**src/rtl/alien_formation_tracker.sv**
```systemverilog
// Tracks the alien formation's top-left corner, edge limits and landing state.
// Optional step divider with speed-up on each DOWN step: define ALIEN_SPEEDUP_EN.
module alien_formation_tracker #(
  parameter int unsigned X_START     = 0,
  parameter int unsigned Y_START     = 32,
  parameter int unsigned X_STEP      = 8,
  parameter int unsigned Y_STEP      = 16,
  parameter int unsigned FORM_W      = 320,
  parameter int unsigned FORM_H      = 128,
  parameter int unsigned SCREEN_W    = 640,
  parameter int unsigned Y_LIMIT     = 448,
  parameter int unsigned SPEED_START = 3
) (
  input  logic       clk,
  input  logic       reset,
  input  logic       enable,
  input  logic [2:0] motion,
  output logic       canLeft,
  output logic       canRight,
  output logic [9:0] posX,
  output logic [9:0] posY,
  output logic       moved,
  output logic       landed
);

  typedef enum logic [0:0] {StActive, StLanded} state_e;

  localparam logic [9:0]  XStep10  = 10'(X_STEP);
  localparam logic [10:0] XStep11  = 11'(X_STEP);
  localparam logic [10:0] FormW11  = 11'(FORM_W);
  localparam logic [10:0] ScreenW  = 11'(SCREEN_W);
  localparam logic [11:0] YStep12  = 12'(Y_STEP);
  localparam logic [11:0] FormH12  = 12'(FORM_H);
  localparam logic [11:0] YLimit12 = 12'(Y_LIMIT);

  localparam logic [2:0] MotLeft  = 3'd1;
  localparam logic [2:0] MotRight = 3'd2;
  localparam logic [2:0] MotDown  = 3'd3;

  state_e      state_q, state_d;
  logic [9:0]  pos_x_q, pos_x_d;
  logic [9:0]  pos_y_q, pos_y_d;
  logic        moved_q, moved_d;
  logic        step;
  logic        down_taken;
  logic        can_left, can_right;
  logic [11:0] y_sum;

  assign can_left  = (pos_x_q >= XStep10) && (state_q == StActive);
  // 11-bit sum so a formation near the right edge cannot wrap into a false "fits"
  assign can_right = (({1'b0, pos_x_q} + FormW11 + XStep11) <= ScreenW) && (state_q == StActive);

`ifdef ALIEN_SPEEDUP_EN
  logic [2:0] cnt_q, cnt_d;
  logic [2:0] ld_q, ld_d;

  // Divider only advances while active; a landed formation freezes it too
  always_comb begin
    cnt_d = cnt_q;
    ld_d  = ld_q;
    step  = 1'b0;
    if (enable && (state_q == StActive)) begin
      if (cnt_q == 3'd0) begin
        step  = 1'b1;
        cnt_d = ld_q;
      end else begin
        cnt_d = cnt_q - 3'd1;
      end
    end
    if (down_taken) begin
      ld_d  = (ld_q == 3'd0) ? 3'd0 : ld_q - 3'd1;
      cnt_d = ld_d;
    end
  end

  always_ff @(posedge clk or posedge reset) begin
    if (reset) begin
      cnt_q <= 3'(SPEED_START);
      ld_q  <= 3'(SPEED_START);
    end else begin
      cnt_q <= cnt_d;
      ld_q  <= ld_d;
    end
  end
`else
  logic [2:0] unused_speed_start;
  assign unused_speed_start = 3'(SPEED_START);
  assign step = enable;
`endif

  always_comb begin
    state_d    = state_q;
    pos_x_d    = pos_x_q;
    pos_y_d    = pos_y_q;
    down_taken = 1'b0;
    y_sum      = {2'b00, pos_y_q} + YStep12;
    if ((state_q == StActive) && step) begin
      case (motion)
        MotLeft: begin
          if (can_left) pos_x_d = pos_x_q - XStep10;
        end
        MotRight: begin
          if (can_right) pos_x_d = pos_x_q + XStep10;
        end
        MotDown: begin
          down_taken = 1'b1;
          pos_y_d    = (y_sum > 12'd1023) ? 10'h3ff : y_sum[9:0];
          if (({2'b00, pos_y_d} + FormH12) >= YLimit12) state_d = StLanded;
        end
        default: ;
      endcase
    end
    moved_d = (pos_x_d != pos_x_q) || (pos_y_d != pos_y_q);
  end

  always_ff @(posedge clk or posedge reset) begin
    if (reset) begin
      state_q <= StActive;
      pos_x_q <= 10'(X_START);
      pos_y_q <= 10'(Y_START);
      moved_q <= 1'b0;
    end else begin
      state_q <= state_d;
      pos_x_q <= pos_x_d;
      pos_y_q <= pos_y_d;
      moved_q <= moved_d;
    end
  end

  assign canLeft  = can_left;
  assign canRight = can_right;
  assign posX     = pos_x_q;
  assign posY     = pos_y_q;
  assign moved    = moved_q;
  assign landed   = (state_q == StLanded);

endmodule

```
**config.mk**
```make
export PLATFORM = sky130hd
export DESIGN_NAME = alien_formation_tracker
export DESIGN_NICKNAME = d
export VERILOG_FILES = /design/src/rtl/alien_formation_tracker.sv
export SDC_FILE = /design/constraint.sdc
export NUM_CORES = 1
export LEC_CHECK = 0
export ABC_AREA = 1
export CELL_PAD_IN_SITES_DETAIL_PLACEMENT = 1
export CELL_PAD_IN_SITES_GLOBAL_PLACEMENT = 2
export CORE_ASPECT_RATIO = 2
export CORE_MARGIN = 2
export CORE_UTILIZATION = 31
export CTS_CLUSTER_DIAMETER = 200
export DETAILED_ROUTE_END_ITERATION = 10
export PLACE_DENSITY = 0.91
export SYNTH_ARGS = -nofsm -noshare
export SYNTH_HDL_FRONTEND = slang
export SYNTH_SLANG_ARGS = --single-unit
```
**constraint.sdc**
```tcl
create_clock -name clk -period 6.7 [get_ports clk]
set_clock_uncertainty 0.05 [all_clocks]
set_input_delay 1.34 -clock clk [delete_from_list [all_inputs] [get_ports clk]]
set_output_delay 1.34 -clock clk [all_outputs]
set_load 0.01 [all_outputs]
```
* Word-level counts from Yosys, hierarchy flattened
Cells that the tools add are included.
Operators by class: add/subtract/negate cells 6, multipliers 0, div/mod/pow operators 0, magnitude comparators 4, equality and inequality tests 5, shift operators 0, multiplexer cells 7, bitwise logic cells 1, reductions and logical operators 5
Operators with widths (number):
- 2-to-1 mux 10 bit | 6
- inequality test 10 bit | 2
- case mux 10 bit (2 select lines) | 1
- adder 10 x 5 -> 11 bit (second input constant) | 1
- adder 10 x 8 -> 11 bit (second input constant) | 1
- adder 10 x 9 -> 11 bit (second input constant) | 1
- adder 11 x 4 -> 11 bit (second input constant) | 1
- >= comparator 11 x 9 -> 1 bit (second input constant) | 1
- > comparator 11 x 10 -> 1 bit (second input constant) | 1
- <= comparator 11 x 10 -> 1 bit (second input constant) | 1
- adder 10 x 4 -> 10 bit (second input constant) | 1
- >= comparator 10 x 4 -> 1 bit (second input constant) | 1
- subtractor 10 x 4 -> 10 bit (second input constant) | 1
- == test 3 x 2 -> 1 bit (second input constant) | 2
- == test 3 x 1 -> 1 bit (second input constant) | 1
- logical AND 1 bit | 3
- AND reduction 3 bit | 1
- logical OR 1 bit | 1
- inverter 1 bit | 1
Word-level totals: flip-flop bits (word level) 22, latch bits 0, RAM bits 0, memory bits (read-only) 0, input bits 6, output and inout port bits 24, word-level logic and storage cells 32, memories 0

* Longest topological paths before layout
depth in word-level cells 9, mapped depth 17

* Worst setup path before layout
OpenSTA, ideal clock, no wires.
path kind flip-flop to output port, start point reg pos_x_q[3], in the netlist posX[3], end point out canRight, data arrival time 1585 ps, required time 5310 ps, setup slack 3725 ps, stages on the path, launching flop included 9, buffers on the path 1, path through dfrtp_1 -> buf_2 -> inv_1 -> ha_1 -> inv_1 -> nand3_1 -> nor3_2 -> nand2_2 -> a21oi_4
On the way: word-level cells in the longest chain between the ends 4
Ends and longest elaborated chain:
- start: declaration | line 41 | logic [9:0] pos_x_q, pos_x_d;
- start signal: assignment | line 119 | pos_x_q <= 10'(X_START);
- start signal: assignment | line 124 | pos_x_q <= pos_x_d;
- adder 10 x 9 -> 11 bit | line 51 | assign can_right = (({1'b0, pos_x_q} + FormW11 + XStep11) <= ScreenW) && (state_q == StActive);
- adder 11 x 4 -> 11 bit | line 51
- <= comparator 11 x 10 -> 1 bit | line 51
- logical AND 1 bit | line 51
- end: declaration | line 19 | output logic canRight,
No other way between the ends.

* Final worst setup path
Same ends and word-level chain as after synthesis.

==> summary.txt <==
Outcome
  – Outcome: finished clean

Yosys
  – Top_reg_cell synth: dfrtp_1
  – Biggest area consumer among synthesized cells: dfrtp_1
  – Number of instances in the synthesized netlist: 247
  – Cell area after synthesis: roughly 1700 µm²
  – Post-synth cell types: 36
  – Fraction of post-synthesis cell area in the top cell type by area: 0.272
  – Post-synthesis average cell area: 6.71 µm²
  – Sequential cell area fraction in the yosys report: 0.288
  – Count of flip-flops with a built-in enable after synthesis: 0
  – Most area-consuming cells after synthesis: dfrtp_1, nand2_1, inv_1
  – Share of synthesized registers carrying an async set or reset: 1.00
  – Yosys warns: 0
  – Number of register bits inferred by synthesis: 19

Hold path
  – Path category of the worst min-delay check: reg -> reg
  – Number of cells on the worst hold path: 2

STA
  – Fin crit share: 0.611
  – Final setup slack of the worst path: 2.60 ns
  – RSZ-0062 raised after global routing: false
  – Number of setup violations in the final report: 0
  – Clock period minus worst slack: between 4 and 5 ns
  – Setup TNS: 0 ns
  – Max Fclk: ~0.24 GHz
  – Fin. Hold Viols: 0
  – Worst slew margin relative to its limit: 0.472
  – Worst Tran Pin Value: about 0.79 ns
  – Pins Over Slew Limit: 0

Finish
  – Antenna Diode Count: 0
  – Layout cell share with drive strength beyond 1: 0.100
  – Final standard cell count with taps included and fillers excluded: between 300 and 400
  – Commonest non-fill, non-tap cells in the layout: nand2_1, inv_1, nand3_1, clkdlybuf4s50_1
  – Most common library cell in the layout ignoring fill and taps: nand2_1
  – Number of nets in the final layout: between 200 and 300
  – Post-route core utilization: 0.383
  – Layout-stage area growth over the synthesis result: 18.7%

Flow run
  – Max capacitance violation total: 0

Critical path
  – Worst setup path category: reg -> out
  – Required time of the critical path: 5.31 ns
  – Data arrival, critical path: roughly 2.7 ns
  – Max Fanout on Critical Path: 11
  – Crit path capture type: output port
  – Count of cells along the worst register-to-register path: 13
  – Worst setup SP type: register

Pwr
  – Switching share of power: 0.235
  – Net switching power figure: 0.0000491 W
  – Cell area power density: between 100 and 150 nW/µm²
  – Sequential share of power: 0.550
  – Leakage power figure: about 0.94 nW
  – Share of total power in the clock network: 0.403
  – Final Total Pwr: 0.000209 W
  – Worst VDD drop: approximately 0.10 mV
  – Logic pwr share: 0.047
  – Internal power: between 0.00015 and 0.0002 W

Clock network
  – Insertion delay to the later sink of the worst-skew pair: approximately 0.27 ns
  – Clk root buf: clkbuf_8
  – Post-CTS resize count: 0
  – Number of levels the H-tree was split into: 1
  – CTS clk-pin slew, worst paths: 0.08 ns
  – Number of clock sinks seen by CTS: 19
  – CTS buffer count: 3
  – Post-CTS setup buffers: 0
  – Clock tree from TritonCTS: done
  – Number of hold buffers added after CTS: 0
  – Bufs on Longest Clock Path: 2

Die
  – Height of the die: 107 µm
  – Starting density of the core: 0.322
  – Die footprint: 5980 µm²
  – Top-level port count: 30
  – Number of standard-cell rows in the floorplan: 37
  – Area of the core: approximately 5000 µm²
  – Width of the die: 55.7 µm

GRT
  – Antenna violations before repair: 0
  – Remaining Overflow, GRT: 0
  – Global-route wire length before repair: 8420 µm
  – Total routing resource utilization after global routing: 0.178
  – Vias in the first global route: ~1,700
  – Largest net degree at the start of global routing: 20

Detailed routing
  – Post-route ant nets: 0
  – Number of detailed-routing iterations run before antenna repair: 4
  – Starting DRC count in detailed routing: 22
  – Vias per Instance: 5.14
  – Routed WL: 5000 µm
  – Detail-routed net length per standard cell: around 15 µm
  – DRC viols: 0
  – Total number of vias: 1,680

Placed design
  – Worst setup slack after placement: 2.87 ns
  – Weighted congestion at the end of routability-driven global placement: 0.819
  – Post-DP HPWL: 4160 µm
  – Count of buffers from port buffering: 26
  – Number of placed instances with taps included: 323
[path summary, 6_finish.rpt]
kind                         start  endpoint  slack (ns)
setup / recovery           posX[3]  canRight        2.60
min in group asynchronous    reset     moved        1.47
max in group asynchronous    reset    landed        4.63
hold / removal             posY[1]   posY[1]        0.49
setup reg to reg           posY[4]    landed        3.86
hold reg to reg            posY[1]   posY[1]        0.49
[synthesized netlist by cell type, types with 2 or more instances]
library cell and n:
nor3_2 2, nand3_1 26, nor2_1 19, xor2_1 3
ha_1 7, inv_1 36, buf_6 2, nand2_1 55
nand4_1 7, dfrtp_1 18, nor3_1 4, o21ai_0 19
buf_4 6, a21oi_1 12, nor2_2 2, nand2_2 9
[metrics by stage]
stage          instance area (µm²)  hold WS (ns)
2_1_floorplan                 1660         0.476
3_3_place_gp                  1920         0.472
3_5_place_dp                  1920         0.477
4_1_cts                       1970         0.494
5_1_grt                       1970         0.525
6_report                      1970         0.487
[flip-flops by register name, summed over array words and instances, names as in the netlist]
| register | cells |
|---|---|
| posY | 10 |
| landed | 1 |
| posX | 7 |
| moved | 1 |
[power by group through the flow]
stage          Clock (W)  Combinational (W)  Sequential (W)
6_report       0.0000841         0.00000982        0.000115
5_1_grt        0.0000888          0.0000111        0.000115
4_1_cts        0.0000872          0.0000101        0.000115
3_5_place_dp           0          0.0000101        0.000117
3_3_place_gp           0         0.00000990        0.000117
2_1_floorplan          0         0.00000594        0.000117
[cell families after synthesis]
kind of cell               after synthesis  share of synthesized area
adders and majority gates                7                     0.0529
DFF                                     19                      0.288
buffers and inverters                   49                      0.138
and+or+nand+nor                        130                      0.368
other                                    1                    0.00226
AOI/OAI and AO/OA                       36                      0.120
xor gates and xnor gates                 5                     0.0310
[critical path, cell delays in order, from the launching register on]
cell and delay [ns]:
dfrtp_1 0.57, inv_1 0.24, ha_1 0.33, inv_1 0.11, nand3_1 0.12, nor3_2 0.14, nand2_2 0.10, a21oi_4 0.24
clkdlybuf4s50_1 0.57
[cell type report]
| class | count | area [µm²] |
|---|---|---|
| multi-input combinational | 181 | 958 |
| inverter | 39 | 153 |
| fill | 673 | 3170 |
| timing repair buffer | 26 | 260 |
| sequential | 19 | 477 |
| clock buffer | 3 | 41.3 |
| clock inverter | 1 | 5.00 |
| tap | 58 | 72.6 |
[routing by layer]
layer | track usage | wire length, µm
met2 | 0.371 | 2980
met3 | 0.0132 | 102
met5 | 0 | 0
met1 | 0.169 | 1740
met4 | 0.0767 | 180
Note: power is estimated with default switching activity, not from simulation.
